### src/rtl/rpn_converter.sv
// Infix-to-postfix (RPN) converter for ASCII character streams: shunting-yard
// with an internal operator stack, a single output register and sticky error recovery.
module rpn_converter #(
    parameter int         DATA_W      = 8,
    parameter int         STACK_DEPTH = 16,
    parameter bit         EMIT_SEP    = 1'b1,
    parameter logic [7:0] SEP_CHAR    = 8'h20
) (
    input  logic                               CLK,
    input  logic                               RST,
    input  logic                               IN_STB,
    input  logic [DATA_W-1:0]                  IN_CHAR,
    output logic                               IN_RDY,
    output logic                               OUT_STB,
    output logic [DATA_W-1:0]                  OUT_CHAR,
    input  logic                               OUT_ACK,
    output logic                               ERR,
    output logic                               DONE,
    output logic [$clog2(STACK_DEPTH+1)-1:0]   STK_LVL
);

    localparam int LW = $clog2(STACK_DEPTH + 1);
    localparam int IW = $clog2(STACK_DEPTH);

    typedef enum logic [2:0] {S_IN, S_DISP, S_POP, S_CLOSE, S_FLUSH, S_ERR} state_t;

    function automatic logic [1:0] prec(input logic [7:0] c);
        case (c)
            "*", "/": prec = 2'd2;
            "+", "-": prec = 2'd1;
            default:  prec = 2'd0;
        endcase
    endfunction

    function automatic logic is_op(input logic [7:0] c);
        is_op = (c == "+") || (c == "-") || (c == "*") || (c == "/");
    endfunction

    state_t        state_q, state_d;
    logic [LW-1:0] sp_q;
    logic [7:0]    stack_mem [STACK_DEPTH];
    logic [7:0]    held_q, held_d;
    logic          in_num_q, in_num_d;
    logic          err_q, done_q;
    logic          out_stb_q, out_eq_q;
    logic [DATA_W-1:0] out_char_q;

    logic          out_free, stk_empty, stk_full, accept, legal;
    logic [LW-1:0] sp_m1;
    logic [7:0]    top, code, ch;
    logic          disp, push, pop, clr_stack, load, load_eq;
    logic [7:0]    push_data, load_data;

    assign sp_m1     = sp_q - LW'(1);
    assign top       = stack_mem[sp_m1[IW-1:0]];
    assign stk_empty = (sp_q == '0);
    assign stk_full  = (sp_q == LW'(STACK_DEPTH));
    assign out_free  = !out_stb_q || OUT_ACK;
    assign IN_RDY    = ((state_q == S_IN) || (state_q == S_ERR)) && out_free;
    assign accept    = IN_STB && IN_RDY;

    // Codes with any upper bit set map to 8'h00, which falls through as illegal.
    assign legal     = (IN_CHAR == DATA_W'(IN_CHAR[7:0]));
    assign code      = legal ? IN_CHAR[7:0] : 8'h00;

    always_comb begin
        // NOTE: every signal driven here gets a default first so no latch is inferred.
        state_d   = state_q;
        held_d    = held_q;
        in_num_d  = in_num_q;
        disp      = 1'b0;
        ch        = held_q;
        push      = 1'b0;
        push_data = held_q;
        pop       = 1'b0;
        clr_stack = 1'b0;
        load      = 1'b0;
        load_eq   = 1'b0;
        load_data = 8'h00;

        case (state_q)
            S_IN: if (accept) begin
                held_d = code;
                ch     = code;
                if (code >= "0" && code <= "9") begin
                    load      = 1'b1;
                    load_data = code;
                    in_num_d  = 1'b1;
                end else if (in_num_q && EMIT_SEP) begin
                    // Separator goes out first; the latched character is handled next cycle.
                    load      = 1'b1;
                    load_data = SEP_CHAR;
                    in_num_d  = 1'b0;
                    state_d   = S_DISP;
                end else begin
                    in_num_d = 1'b0;
                    disp     = 1'b1;
                end
            end
            S_DISP: disp = 1'b1;
            S_POP: begin
                if (!stk_empty && prec(top) >= prec(held_q)) begin
                    if (out_free) begin
                        pop       = 1'b1;
                        load      = 1'b1;
                        load_data = top;
                    end
                end else if (stk_full) begin
                    state_d = S_ERR;
                end else begin
                    push    = 1'b1;
                    state_d = S_IN;
                end
            end
            S_CLOSE: begin
                if (stk_empty) begin
                    state_d = S_ERR;
                end else if (top == "(") begin
                    pop     = 1'b1;
                    state_d = S_IN;
                end else if (out_free) begin
                    pop       = 1'b1;
                    load      = 1'b1;
                    load_data = top;
                end
            end
            S_FLUSH: begin
                if (stk_empty) begin
                    if (out_free) begin
                        load      = 1'b1;
                        load_eq   = 1'b1;
                        load_data = "=";
                        state_d   = S_IN;
                    end
                end else if (top == "(") begin
                    state_d = S_ERR;
                end else if (out_free) begin
                    pop       = 1'b1;
                    load      = 1'b1;
                    load_data = top;
                end
            end
            S_ERR: if (accept && code == "=") begin
                clr_stack = 1'b1;
                in_num_d  = 1'b0;
                state_d   = S_IN;
            end
            default: state_d = S_IN;
        endcase

        if (disp) begin
            state_d = S_IN;
            if (ch == "(") begin
                if (stk_full) begin
                    state_d = S_ERR;
                end else begin
                    push      = 1'b1;
                    push_data = ch;
                end
            end else if (is_op(ch)) begin
                held_d  = ch;
                state_d = S_POP;
            end else if (ch == ")") begin
                state_d = S_CLOSE;
            end else if (ch == "=") begin
                state_d = S_FLUSH;
            end else begin
                state_d = S_ERR;
            end
        end
    end

    always_ff @(posedge CLK or posedge RST) begin
        if (RST) begin
            state_q    <= S_IN;
            sp_q       <= '0;
            held_q     <= 8'h00;
            in_num_q   <= 1'b0;
            err_q      <= 1'b0;
            done_q     <= 1'b0;
            out_stb_q  <= 1'b0;
            out_eq_q   <= 1'b0;
            out_char_q <= '0;
        end else begin
            state_q  <= state_d;
            held_q   <= held_d;
            in_num_q <= in_num_d;
            err_q    <= (state_d == S_ERR);
            done_q   <= out_stb_q && OUT_ACK && out_eq_q;
            if (clr_stack)  sp_q <= '0;
            else if (push)  sp_q <= sp_q + LW'(1);
            else if (pop)   sp_q <= sp_m1;
            if (load) begin
                out_stb_q  <= 1'b1;
                out_char_q <= DATA_W'(load_data);
                out_eq_q   <= load_eq;
            end else if (OUT_ACK) begin
                out_stb_q <= 1'b0;
            end
        end
    end

    // NOTE: stack storage has no reset; the stack pointer alone defines which entries are valid.
    always_ff @(posedge CLK) begin
        if (push) stack_mem[sp_q[IW-1:0]] <= push_data;
    end

    assign OUT_STB  = out_stb_q;
    assign OUT_CHAR = out_char_q;
    assign ERR      = err_q;
    assign DONE     = done_q;
    assign STK_LVL  = sp_q;

endmodule

### config.mk
export PLATFORM = sky130hd
export DESIGN_NAME = rpn_converter
export DESIGN_NICKNAME = d
export VERILOG_FILES = /design/src/rtl/rpn_converter.sv
export SDC_FILE = /design/constraint.sdc
export NUM_CORES = 1
export LEC_CHECK = 0
export ABC_CLOCK_PERIOD_IN_PS = 5200
export BUFFER_PORTS_ARGS = -buffer_cell sky130_fd_sc_hd__buf_2
export CAP_MARGIN = 20
export CORE_ASPECT_RATIO = 1.5
export CORE_MARGIN = 3
export CORE_UTILIZATION = 35
export DETAILED_ROUTE_END_ITERATION = 10
export GPL_TIMING_DRIVEN = 0
export MAX_ROUTING_LAYER = met4
export PLACE_DENSITY_LB_ADDON = 0.2
export RECOVER_POWER = 25
export SLEW_MARGIN = 10
export SYNTH_ARGS = -nofsm -noshare
export SYNTH_HDL_FRONTEND = slang
export SYNTH_SLANG_ARGS = --single-unit
### constraint.sdc
create_clock -name CLK -period 5.2 [get_ports CLK]
set_clock_uncertainty 0.1 [all_clocks]
set_input_delay 0.26 -clock CLK [delete_from_list [all_inputs] [get_ports CLK]]
set_output_delay 0.26 -clock CLK [all_outputs]
set_load 0.02 [all_outputs]
; Yosys cells after proc, flatten, opt, wreduce, memory -nomap -nowiden
; Memories as Yosys holds them, arrays and structs flattened.
; Index checks and enable logic that the tools add are counted.
[totals]
mem_count = 1
elab_cells = 138
output_inout_bits = 17
mem_bits_rw = 128
reg_bits = 29
in_bits = 12
[op_classes]
order_cmp = 3
n_eq_ne = 26
reduce_logical = 24
muxes = 73
n_addsub = 2
[mem_list]
columns = memory, depth, word_bits, rd, rd_clocked_by_memory_dff, wr, line_no
row1 = stack_mem, 16, 8, 1, 0, 1, 41  ; logic [7:0] stack_mem [STACK_DEPTH];
[op_table]
columns = cell, count
row1 = 8-bit by 6-bit == test with 1-bit output (second input constant), 17
row2 = 8-bit 2-to-1 mux, 12
row3 = 3-bit 2-to-1 mux, 15
row4 = 8-bit one-hot mux with 4 select lines, 1
row5 = 1-bit 2-to-1 mux, 31
row6 = 3-bit one-hot mux with 6 select lines, 1
row7 = 5-bit 2-to-1 mux, 3
row8 = 6-bit 2-to-1 mux, 2
row9 = 3-bit == test (second input constant), 3
row10 = 8-bit by 6-bit >= comparator with 1-bit output (second input constant), 1
row11 = 8-bit by 6-bit less-or-equal comparator with 1-bit output (second input constant), 1
row12 = 2-bit one-hot mux with 2 select lines, 2
row13 = 2-bit OR reduction, 4
row14 = 1-bit logical AND, 7
row15 = 3-bit by 2-bit == test with 1-bit output (second input constant), 2
row16 = 5-bit by 1-bit adder with 5-bit output (second input constant), 1
row17 = 5-bit == test (second input constant), 1
row18 = 5-bit logical NOT, 1
row19 = 1-bit logical OR, 5
row20 = 5-bit by 1-bit subtractor with 5-bit output (second input constant), 1
row21 = 2-bit 2-to-1 mux, 2
row22 = 1-bit one-hot mux with 2 select lines, 2
row23 = 1-bit one-hot mux with 4 select lines, 1
row24 = 2-bit nonzero test, 2
row25 = 9 further kinds, 10

; Depth between registers and ports, before layout
; Gate-level depths: netlist of the first run.
; An unclocked memory read counts as a cell.
[depth]
depth_word = 15
depth_mapped = 20
ltp_nobuf = 16

; Worst setup path after synthesis of the first run
; OpenSTA, ideal clock, no wires.
[synth_timing]
path_type = register to register
from = register sp_q[0] (netlist: STK_LVL[0])
to = memory stack_mem[4][0] (enable)
setup_ns = 0.370
period_less_slack_ns = 4.883
n_path_buf = 1
slack_ns = 0.317
path_stages_with_launch = 17
required_time_ns = 4.730
t_arrival_ns = 4.413
path_cell_list = dfrtp_1 buf_4 inv_2 ha_1 xor2_2 mux4_1 and4b_4 a32o_2 nand3_1 ha_1 nand2b_1 a21oi_1 nor2_1 o32a_1 nor2_1 nand2_1 nor2_1
[synth_between]
elab_chain_cells = 15
word_cells_on_any_way = 23
classes_between = 1 x add/sub / 1 x order compare / 5 x eq/ne / 10 x mux / 5 x reduce/logical / 1 x memory
[synth_lines]
columns = item, line_no
row1 = start: declaration, 40  ; logic [LW-1:0] sp_q;
row2 = start signal: assignment, 191  ; else if (push) sp_q <= sp_q + LW'(1);
row3 = start signal: assignment, 192  ; else if (pop) sp_q <= sp_m1;
row4 = 5-bit by 1-bit subtractor with 5-bit output, 54  ; assign sp_m1 = sp_q - LW'(1);
row5 = memory 16 x 8 bit, -
row6 = 8-bit by 6-bit == test with 1-bit output, 28  ; case (c)
row7 = 2-bit OR reduction, 28
row8 = 2-bit one-hot mux with 2 select lines, 28
row9 = 2-bit 2-to-1 mux, 81  ; case (state_q)
row10 = 2-bit >= comparator, 102  ; if (!stk_empty && prec(top) >= prec(held_q)) begin
row11 = 1-bit logical AND, 102
row12 = 1-bit 2-to-1 mux, 102
row13 = 1-bit 2-to-1 mux, 81
row14 = 1-bit 2-to-1 mux, 154  ; if (stk_full) begin
row15 = 1-bit 2-to-1 mux, 153  ; if (ch == "(") begin
row16 = 1-bit 2-to-1 mux, 151  ; if (disp) begin
row17 = 1-bit 2-to-1 mux, 205  ; if (push) stack_mem[sp_q[IW-1:0]] <= push_data;
row18 = 1-bit 2-to-1 mux (implied by the code), 205
row19 = end: declaration, 41
; Parallel ways exist; a longest one is shown, timed or not. The select of a mux whose other input is x is not followed.

; Final worst setup path of the first run
[layout_timing]
from = register sp_q[0] (netlist: STK_LVL[0])
to = memory stack_mem[10][0] (enable)
; Same word-level chain as after synthesis.

==> results by group, run 1 <==
Global route
  – Pin count of the biggest net entering global routing: 20
  – Grt total ovfl: 0
  – Initial antenna violation count: 0
  – Vias in the first global route: 5,112
  – Global-route wire length before repair: roughly 30 mm
  – Total track usage: approximately 18%

Layout
  – Most frequent cells in the layout: edfxtp_1 (128), mux2i_1 (59), nand2_1 (40)
  – Fin nets: approximately 630
  – Final antenna diode count: 0
  – Fill cells: approximately 1.8k
  – Most common cell after layout, fill and taps aside: edfxtp_1
  – Final Cell Area: a little over 0.009 mm2
  – Synthesis-to-finish area growth: 24.6%
  – Share of post-route cells with drive strength above 1: approximately 25%

Timing
  – Fin crit share: ~97%
  – Worst-Margin Slew: ~1.1 ns
  – Final Setup Violations: 0
  – Fmax: slightly below 0.2 GHz
  – Unrepaired setup endpoints after global routing: false
  – Slew Limit Headroom: between 20% and 30%
  – Final hold vios: 0
  – Slew Limit Fails: 0
  – Minimum clock period after layout: ~5 ns
  – Setup tns final: 0 ns

Critical path
  – Slowest CP cell: dfrtp_2
  – Most frequent CP cell: buf_4
  – Worst Path Max Fanout: 10
  – Crit start category: register
  – Largest stage delay, worst path: about 0.43 ns
  – Crit path cell chain: buf_6 -> inv_4 -> ha_1 -> buf_4 -> buf_4 -> buf_6 -> mux4_2 -> nand2_1 -> nand3b_1 -> and2_1 -> xor2_1 -> nand3_1 -> ha_1 -> nand2b_1 -> a21oi_4 -> nor2_1 -> o32a_2 -> nor2_4 -> buf_4 -> nand2_4 -> nor2_4 -> buf_12
  – Crit Path Class: reg2reg
  – Setup crit end kind: register
  – Arrival time at the worst endpoint: about 5.1 ns
  – Required time of the critical path: between 5 and 6 ns

Routing
  – Post-DRT Antenna Nets: 0
  – WL per Instance: between 20 and 25 um
  – Vias: ~4.8k
  – Drt pass-1 iters: 7
  – DRT iter0 DRCs: 410
  – Routed vias/inst: between 5 and 6
  – DRC errors left: 0
  – Total wire length: roughly 20 mm

Die
  – Die height: roughly 180 um
  – Die area: between 0.02 and 0.025 mm2
  – Core ar.: 0.0207 mm2
  – Starting Density: a little over a third
  – Ports: 29
  – Die width: ~130 um
  – Rows: 64

Power
  – Switching pwr: about 2.2 mW
  – Combinational share of power: 47.0%
  – P_leak: roughly 3.4 nW
  – Pwr dens: ~630 mW/mm2
  – Maximum vdd drop: between 0.2 and 0.25 mV
  – Pwr Total: around 5.8 mW
  – Seq pwr share: about 30%
  – Clock share of power: 23.6%
  – Int Power: 3.59 mW
  – Switching Fraction: approximately two fifths

Placement
  – DP Area: about 0.008 mm2
  – Hpwl dp: 13.6 mm
  – Routability congestion estimate: just over 0.9
  – PortBufs: 28

Clock network
  – CTS Buffer Depth: 2
  – CTS tree: done
  – Root buffer cell: clkbuf_16
  – Clock sinks: about 160
  – H-tree depth: 4
  – Reg clk slew, reported paths: approximately 0.060 ns
  – CTS buffer count: 17
  – Worst-Skew Late Latency: 0.43 ns

Run status
  – Run status: completed

Yosys
  – Synth cell types: 68
  – Post-synth ARST share: a little under a fifth
  – Top FF cell, synth: edfxtp_1
  – Yosys Warn Count: 0
  – Cell area after synthesis: ~0.0075 mm2
  – Post-synthesis sequential area ratio: about 61%
  – Syn Nets: between 500 and 600
  – Mapped Avg Cell Area: 14.2 um2
  – Synth Register Bits: 157
  – Mapped Cells: roughly 530
  – EDFF count, synth: 128

Job
  – # Max-Cap Violations: 0

Min path
  – Hold Crit Class: in2reg
cell usage after synthesis, types with 7 or more instances:
| cell type | instances | share of area (%) |
|---|---|---|
| a21oi_1 | 9 | 0.60 |
| and2_1 | 8 | 0.67 |
| and3_1 | 7 | 0.59 |
| buf_2 | 8 | 0.54 |
| clkbuf_1 | 8 | 0.40 |
| dfrtp_1 | 29 | 9.7 |
| edfxtp_1 | 128 | 51 |
| ha_1 | 7 | 1.2 |
| inv_1 | 8 | 0.40 |
| mux2i_1 | 59 | 7.9 |
| mux4_1 | 7 | 2.5 |
| mux4_2 | 11 | 3.3 |
| nand2_1 | 43 | 2.2 |
| nand3_1 | 16 | 1.1 |
| nand3b_1 | 7 | 0.70 |
| nor2_1 | 33 | 1.7 |
| nor2b_1 | 14 | 1.2 |
| nor3_1 | 9 | 0.60 |
| o21ai_0 | 9 | 0.60 |
state kept, by name (all words and copies together) (netlist names):
signal and flops:
OUT_STB 1, out_eq_q 1, state_q 3, STK_LVL 5, stack_mem 128, DONE 1
in_num_q 1, ERR 1, held_q 8, OUT_CHAR 8
cell type report:
| class | count | area [um2] | share of cell area, % |
|---|---|---|---|
| Sequential cell | 157 | 4570 | 49.1 |
| Multi-Input combinational cell | 338 | 2920 | 31.3 |
| Timing Repair Buffer | 68 | 638 | 6.85 |
| Clock buffer | 17 | 425 | 4.57 |
| Tap cell | 264 | 330 | 3.55 |
| Clock inverter | 15 | 234 | 2.51 |
| Buffer | 24 | 161 | 1.73 |
| Inverter | 9 | 36.3 | 0.390 |
metal layers:
layer,vias to the layer above,routed length [um],track usage [%]
met3,49,816,3.35
li1,2234,-,-
met5,-,0,-
met1,2419,7530,19.0
met4,0,947,9.64
met2,139,10400,32.3
worst max-delay path: cells and delay by family, from the launching register on:
kind	cells	cell delay, ns
AOI/OAI and AO/OA	2	0.51
xor gates and xnor gates	1	0.17
adders and majority gates	2	0.58
buffers and inverters	7	1.26
DFF	1	0.43
muxes	1	0.33
and+or+nand+nor	9	1.31
cells by family after synthesis:
kind of cell    synth area share, %
compound gates                 7.72
mux                            14.6
xor+xnor                       1.14
fa+ha+maj                      1.17
simple gates                   11.8
buf+inv                        2.44
flops                          61.1
what timing repair did:
action	in CTS	in global routing
endpoints found under the hold margin	15	0
pin swaps	18	5
setup buffers	22	5
endpoints found under the setup margin	139	137
resized for setup	48	10
hold buffers	6	0
worst paths after layout:
path                             from          endpoint  slack [ns]  cells after the start
min in group asynchronous         RST       OUT_CHAR[0]        0.25                      3
max                        STK_LVL[0]  stack_mem[10][0]        0.17                     22
min                        IN_CHAR[3]         held_q[3]        0.03                      3
min reg2reg                  out_eq_q          out_eq_q        0.37                      1
max reg2reg                STK_LVL[0]  stack_mem[10][0]        0.17                     22
max in group asynchronous         RST        STK_LVL[0]        3.36                      4
metrics by stage:
stage          utilization [%]  hold slack, ns  std cells  setup slack (ns)
2_1_floorplan                -           0.238        528             0.317
3_3_place_gp              38.5           0.363        820             -1.15
3_5_place_dp              38.7           0.211        824             -1.21
4_1_cts                   44.8         0.00745        884            0.0310
5_1_grt                   45.1          0.0349        892          0.000628
6_report                  45.1          0.0318        892             0.166
power by group through the flow:
stage | Combinational [mW] | Clock [mW] | Sequential (mW)
after floorplan | 1.76 | 0 | 1.77
after global placement | 2.49 | 0 | 1.73
after detailed placement | 2.56 | 0 | 1.73
after CTS | 2.72 | 1.41 | 1.70
after global routing | 2.93 | 1.46 | 1.72
final | 2.74 | 1.38 | 1.71
Note: power is estimated with default switching activity, not from simulation.
==> run 2, diff against run 1 <==
--- a/config.mk
+++ b/config.mk
@@ -7,3 +7,3 @@
 export LEC_CHECK = 0
-export ABC_CLOCK_PERIOD_IN_PS = 5200
+export ABC_CLOCK_PERIOD_IN_PS = 5950
 export BUFFER_PORTS_ARGS = -buffer_cell sky130_fd_sc_hd__buf_2
==> constraint.sdc (replaced) <==
create_clock -name CLK -period 5.95 [get_ports CLK]
set_clock_uncertainty 0.1 [all_clocks]
set_input_delay 0.8925 -clock CLK [delete_from_list [all_inputs] [get_ports CLK]]
set_output_delay 0.8925 -clock CLK [all_outputs]
set_load 0.02 [all_outputs]
==> run 2 against run 1 <==
Effect of this change: wire length down 2.5%; total power fell by 15%; global-route usage down 0.51 points; register-to-register slack improved by 0.06 ns; fmax down 12%; count of clock-buffer cells in the layout unchanged; cell area down 3.2%; worst setup slack better by 0.065 ns; sequential power down 13%; core utilization shrank 1.4 points; first-iteration DRC count increased by 8.8%; largest cell class unchanged; largest power group unchanged; highest routed layer unchanged.
==> results by group, run 2 (synthesized netlist as in run 1, its figures left out) <==
Timing
  – Worst-Margin Slew: 1.11 ns (+0.0186 ns)
  – Slew Limit Headroom: 24.4% (-1.3 points)
  – Fmax: 0.175 GHz (-12%)
  – Fin crit share: 96.1% (-0.68 points)
  – Setup tns final: 0 ns (unchanged)
  – Final hold vios: 0 (unchanged)
  – Worst Hold Margin: 0.336 ns (+0.304 ns)
  – Final Setup Violations: 0 (unchanged)
  – Slew Limit Fails: 0 (unchanged)
  – Minimum clock period after layout: 5.72 ns (+0.685 ns)

Critical path
  – CP Depth: 19 (-14%)
  – Largest stage delay, worst path: 0.47 ns (+0.04 ns)
  – R2r endpoint: stack_mem[3][5]
  – Worst Path Max Fanout: 10 (unchanged)
  – Setup crit end kind: register
  – WP buf/inv: 5 (-2)
  – Crit path cell chain: buf_4 -> inv_2 -> ha_1 -> buf_4 -> buf_2 -> buf_2 -> mux4_2 -> nand2_1 -> nand3b_1 -> and2_1 -> xor2_1 -> nand3_1 -> ha_1 -> nand2b_1 -> a21oi_1 -> nor2_1 -> o32ai_1 -> nand3_2 -> nor2_4
  – Slowest CP cell: dfrtp_1
  – FF-to-FF path depth: 19 (-14%)
  – Worst flop-to-flop path startpoint: STK_LVL[0]
  – CP top delay family: simple AND/OR/NAND/NOR gates
  – Crit Path Class: reg2reg
  – Crit start category: register
  – R2R setup slack: 0.23 ns (+0.06 ns)
  – Arrival time at the worst endpoint: 5.71 ns (+0.64 ns)
  – Required time of the critical path: 5.94 ns (+0.70 ns)

Clock network
  – Reg clk slew, reported paths: 0.07 ns (about the same)
  – CTS buffer count: 17 (unchanged)
  – CTS tree: done
  – Clock sinks: 157 (unchanged)
  – CTS Buffer Depth: 2 (unchanged)
  – Worst-Skew Late Latency: 0.43 ns (about the same)
  – H-tree depth: 4 (unchanged)
  – Root buffer cell: clkbuf_16

Placement
  – Hpwl dp: 13.6 mm (unchanged)
  – DP Cell Count: 824 (unchanged)
  – Routability congestion estimate: 0.927 (unchanged)
  – PortBufs: 28 (unchanged)
  – DP Area: 0.00800 mm2 (unchanged)

Power
  – P_leak: 3.30 nW (-3.8%)
  – Clock share of power: 24.2% (+0.6 points)
  – Pwr dens: 551 mW/mm2 (-12%)
  – Switching pwr: 1.91 mW (-14%)
  – Maximum vdd drop: 0.214 mV (-6.7%)
  – Pwr Total: 4.97 mW (-15%)
  – Int Power: 3.06 mW (-15%)
  – Combinational share of power: 45.8% (-1.2 points)
  – Switching Fraction: 38.4% (+0.078 points)
  – Seq pwr share: 30.0% (+0.7 points)

Layout
  – Final Cell Area: 0.00901 mm2 (-3.2%)
  – Non-Filler Instances: 870 (-2.5%)
  – Max reg flops: 128 (unchanged)
  – Most common cell after layout, fill and taps aside: edfxtp_1
  – Final antenna diode count: 0 (unchanged)
  – Synthesis-to-finish area growth: 20.6%
  – Most frequent cells in the layout: edfxtp_1 (128), mux2i_1 (59), nand2_1 (40)
  – Share of post-route cells with drive strength above 1: 22.8% (-1.9 points)
  – Fin nets: 612 (-3.5%)

Routing
  – WL per Instance: 22.1 um (about the same)
  – DRC errors left: 0 (unchanged)
  – Post-DRT Antenna Nets: 0 (unchanged)
  – Total wire length: 19.2 mm (-2.5%)
  – Drt pass-1 iters: 4 (-3)
  – Vias: 4,696 (-3.0%)
  – DRT iter0 DRCs: 446 (+8.8%)
  – Routed vias/inst: 5.40 (-0.54%)

Global route
  – Global-route wire length before repair: 29.4 mm (-3.1%)
  – Pin count of the biggest net entering global routing: 20 (unchanged)
  – Initial antenna violation count: 0 (unchanged)
  – Total track usage: 17.6% (-0.51 points)
  – Vias in the first global route: 4,947 (-3.2%)
  – Grt total ovfl: 0 (unchanged)

Die
  – Starting Density: 36.2% (unchanged)
  – Die width: 125 um (unchanged)
  – Die height: 185 um (unchanged)
  – Die area: 0.0232 mm2 (unchanged)
  – Ports: 29 (unchanged)
  – Core ar.: 0.0207 mm2 (unchanged)
  – Rows: 64 (unchanged)

Job
  – # Max-Cap Violations: 0 (unchanged)

Run status
  – Run status: completed

Min path
  – Hold Crit Class: in2async
## run 2: changes by cell type in the layout (fill, tap and decap cells not counted), sizes merged
cell and delta:
buf -10, clkbuf -6, dlygate4sd3 -6
## run 2: repair_timing
item	CTS	global route
setup buffers	0	11
hold buffers	0	0
pin swaps	0	11
setup endpoints to repair	128	128
gates resized for setup	26	13
## run 2: worst max path at each step
stage	from	endpoint	slack, ns
after floorplan	STK_LVL[0]	stack_mem[4][0]	1.07
after global placement	STK_LVL[0]	stack_mem[6][7]	-0.40
after detailed placement	STK_LVL[0]	stack_mem[6][7]	-0.46
after CTS	STK_LVL[0]	stack_mem[6][6]	-0.06
after global routing	STK_LVL[0]	stack_mem[3][5]	-0.04
final	STK_LVL[0]	stack_mem[3][5]	0.23
## run 2: metal layers
layer	GRT usage [%]	vias up	wire length [um]
met5	-	-	0
met4	9.72	0	869
met3	2.89	42	627
met2	31.7	107	10300
met1	18.4	2364	7400
li1	-	2183	-
## run 2: worst register-to-register path, delay by kind of cell (launching register included)
family	cells	cell delay, ns
and+or+nand+nor	8	1.66
buffers and inverters	5	1.32
AOI/OAI and AO/OA	2	0.65
adders and majority gates	2	0.61
DFF	1	0.47
muxes	1	0.38
xor gates and xnor gates	1	0.16
## run 2: through the flow
| stage | worst slack, ns | utilization [%] |
|---|---|---|
| 6_report | 0.231 | 43.6 |
| 4_1_cts | -0.0625 | 42.4 |
| 5_1_grt | -0.0429 | 43.6 |
| 3_3_place_gp | -0.405 | 38.5 |
| 2_1_floorplan | 1.07 | - |
| 3_5_place_dp | -0.463 | 38.7 |
## run 2: power groups by stage
stage | registers [mW] | clock network [mW] | logic (mW)
CTS | 1.49 | 1.23 | 2.27
global route | 1.51 | 1.28 | 2.45
global placement | 1.51 | 0 | 2.18
floorplan | 1.54 | 0 | 1.54
detailed placement | 1.51 | 0 | 2.24
finish | 1.49 | 1.20 | 2.27
## run 2: layout make-up
| class | instances | area (um2) |
|---|---|---|
| Clock inverter | 15 | 234 |
| Fill cell | 1863 | 11600 |
| Inverter | 9 | 33.8 |
| Timing Repair Buffer | 46 | 400 |
| Tap cell | 264 | 330 |
| Buffer | 24 | 149 |
| Multi-Input combinational cell | 338 | 2870 |
| Clock buffer | 17 | 425 |
| Sequential cell | 157 | 4570 |
==> run 3, diff against run 2 <==
Settings changed: ABC_AREA set to 1.
==> run 3 against run 2 <==
Effect of this change: cell area decreased by 4.8%; count of clock-buffer cells in the layout unchanged; critical path depth increased by 3; sequential power about the same; core utilization decreased by 3.0 points; die area increased by 1.2%; synthesized cell count increased by 45%; non-clock buffer count decreased by 10; synthesized area increased by 1.3%; global-route usage increased by 1.8 points; via count increased by 19%; combinational power increased by 8.8%; highest routed layer unchanged.
==> results by group, run 3 <==
Timing
  – Unrepaired setup endpoints after global routing: false
  – Setup tns final: 0 ns (unchanged)
  – Worst Hold Margin: 0.359 ns (+0.0234 ns)
  – Final Setup Violations: 0 (unchanged)
  – Fin crit share: 93.7% (-2.5 points)
  – Fmax: 0.179 GHz (+2.6%)
  – Slew Limit Headroom: 22.7% (-1.7 points)
  – Worst-Margin Slew: 1.16 ns (+0.0498 ns)
  – Final hold vios: 0 (unchanged)
  – Slew Limit Fails: 0 (unchanged)
  – Minimum clock period after layout: 5.57 ns (-0.147 ns)

Clock network
  – CTS buffer count: 17 (unchanged)
  – Root buffer cell: clkbuf_16
  – Post_cts resized: 0 (-100%)
  – Hold buffers post-CTS: 0 (unchanged)
  – CTS Buffer Depth: 2 (unchanged)
  – Reg clk slew, reported paths: 0.07 ns (about the same)
  – Clock sinks: 157 (unchanged)
  – H-tree depth: 4 (unchanged)
  – CTS tree: done
  – Worst-Skew Late Latency: 0.42 ns (about the same)
  – Post CTS Setup Buffer Count: 0 (unchanged)

Placement
  – PortBufs: 28 (unchanged)
  – DP Cell Count: 1,066 (+29%)
  – Hpwl dp: 15.6 mm (+14%)
  – Routability congestion estimate: 0.867 (-6.5%)

Critical path
  – Required time of the critical path: 5.88 ns (-0.06 ns)
  – Crit path cell chain: buf_6 -> inv_2 -> buf_6 -> buf_4 -> ha_1 -> buf_2 -> clkbuf_1 -> nand3_1 -> nand3_1 -> nand3_1 -> nand2_1 -> nand3_2 -> nor2_4 -> nand4_1 -> ha_1 -> o21ai_0 -> nand2_1 -> nand2_1 -> nand3_1 -> nand2_4 -> nand2_1 -> nor2_1
  – Arrival time at the worst endpoint: 5.50 ns (-0.21 ns)
  – Crit Path Class: reg2reg
  – CP top delay family: simple AND/OR/NAND/NOR gates
  – Setup crit end kind: register
  – Crit start category: register
  – WP buf/inv: 6 (+1)
  – Worst Path Max Fanout: 12 (+2)
  – Slowest CP cell: nor2_1
  – Largest stage delay, worst path: 0.85 ns (+0.38 ns)

Die
  – Starting Density: 35.8% (-0.38 points)
  – Ports: 29 (unchanged)
  – Rows: 65 (+1.6%)
  – Die height: 186 um (+0.62%)
  – Die width: 126 um (+0.61%)
  – Core ar.: 0.0211 mm2 (+2.3%)
  – Die area: 0.0235 mm2 (+1.2%)

Power
  – Pwr Total: 5.02 mW (+1.1%)
  – Maximum vdd drop: 0.222 mV (+3.4%)
  – Pwr dens: 585 mW/mm2 (+6.1%)
  – P_leak: 3.48 nW (+5.6%)

Global route
  – Vias in the first global route: 5,589 (+13%)
  – Global-route wire length before repair: 32.8 mm (+11%)
  – Initial antenna violation count: 0 (unchanged)
  – Total track usage: 19.4% (+1.8 points)
  – Pin count of the biggest net entering global routing: 20 (unchanged)
  – Grt total ovfl: 0 (unchanged)

Min path
  – Hold Crit Class: in2async

Yosys
  – Synth Register Bits: 157 (unchanged)
  – Post-synthesis sequential area ratio: 60.4% (-0.78 points)
  – Top FF cell, synth: edfxtp_1
  – Top-area cell type share of the netlist area: 50.8% (-0.65 points)
  – Leading area contributor after synthesis: edfxtp_1
  – Post-synth ARST share: 18.5% (unchanged)
  – Cell area after synthesis: 0.00757 mm2 (+1.3%)
  – Post-synth top cells: nand2_1 (217), nand3_1 (134), edfxtp_1 (128)
  – Mapped Avg Cell Area: 9.87 um2 (-30%)
  – Syn Nets: 786 (+44%)
  – Synth area leaders: edfxtp_1 (51%), nand2_1 (11%), dfrtp_1 (9.6%), nand3_1 (8.9%), inv_1 (3.2%)
  – Yosys Warn Count: 0 (unchanged)
  – Mapped Cells: 767 (+45%)
  – Most common cell in the netlist: nand2_1
  – EDFF count, synth: 128 (unchanged)
  – Synth cell types: 40 (-41%)

Layout
  – Most frequent cells in the layout: nand2_1 (221), nand3_1 (135), edfxtp_1 (128)
  – Synthesis-to-finish area growth: 13.4%
  – Non-Filler Instances: 1,098 (+26%)
  – Share of post-route cells with drive strength above 1: 13.7% (-9.0 points)
  – Final antenna diode count: 0 (unchanged)
  – Fin nets: 836 (+37%)
  – Fill cells: 2,142 (+15%)
  – Utilization after layout: 40.6% (-3.0 points)
  – Most common cell after layout, fill and taps aside: nand2_1
  – Max reg flops: 128 (unchanged)

Routing
  – Total wire length: 21.5 mm (+12%)
  – Drt pass-1 iters: 5 (+1)
  – DRC errors left: 0 (unchanged)
  – Post-DRT Antenna Nets: 0 (unchanged)
  – Routed vias/inst: 5.10 (-5.5%)
  – Vias: 5,603 (+19%)
  – DRT iter0 DRCs: 342 (-23%)
  – WL per Instance: 19.6 um (-11%)

Run status
  – Run status: completed

Job
  – # Max-Cap Violations: 0 (unchanged)
run 3: changes by cell type after synthesis, sizes merged, moves of 11 or more:
cell / change
nand2: +195
nor2: +16
mux4: -18
buf: +12
o21ai: +11
mux2i: -59
inv: +66
nor2b: -14
nand3: +124
run 3: logic make-up (layout without fill, tap and decap cells):
| kind of cell | Yosys count | count (layout) | share of synthesized area, % |
|---|---|---|---|
| xor gates and xnor gates | 5 | 5 | 0.578 |
| buffers and inverters | 104 | 167 | 6.68 |
| and+or+nand+nor | 450 | 450 | 27.8 |
| AOI/OAI and AO/OA | 44 | 44 | 3.44 |
| DFF | 157 | 157 | 60.4 |
| adders and majority gates | 7 | 7 | 1.16 |
run 3: metal layers:
| metal | GRT usage, % | vias to the layer above | part of all wire (%) |
|---|---|---|---|
| li1 | - | 2698 | - |
| met1 | 19.6 | 2698 | 37 |
| met2 | 36.1 | 150 | 55 |
| met4 | 9.45 | 0 | 4.9 |
| met5 | - | - | 0 |
| met3 | 3.11 | 57 | 3.1 |
run 3: layout make-up:
| type | instances | area (um2) | share of cell area [%] |
|---|---|---|---|
| plain buffers | 29 | 205 | 2.39 |
| clock buffers | 17 | 425 | 4.95 |
| clock inverters | 15 | 153 | 1.78 |
| inverters | 75 | 292 | 3.40 |
| multi-input cells | 506 | 2470 | 28.8 |
| flip-flops and latches | 157 | 4570 | 53.2 |
| well taps | 268 | 335 | 3.91 |
| repair buffers | 31 | 138 | 1.60 |
run 3: final timing paths:
kind	startpoint	to	slack, ns	depth (start not counted)
max	STK_LVL[0]	stack_mem[10][3]	0.38	22
min	RST	STK_LVL[0]	0.36	2
max reg2reg	STK_LVL[0]	stack_mem[10][3]	0.38	22
min reg2reg	OUT_CHAR[2]	OUT_CHAR[2]	0.38	2
max in group asynchronous	RST	ERR	4.04	3
min in group CLK	OUT_CHAR[2]	OUT_CHAR[2]	0.38	2
run 3: through the flow:
step                setup slack (ns)  instance area (um2)
CTS                            0.249                 8680
global placement              -0.104                 8050
detailed placement             0.348                 8100
finish                         0.378                 8590
global route                 0.00226                 8590
floorplan                       1.53                 7570
run 3: power breakdown:
group / internal [mW] / switching, mW / total (mW)
Clock: 0.589 / 0.475 / 1.06
Combinational: 0.693 / 1.78 / 2.47
Sequential: 1.41 / 0.0768 / 1.48
Total: 2.69 / 2.33 / 5.02
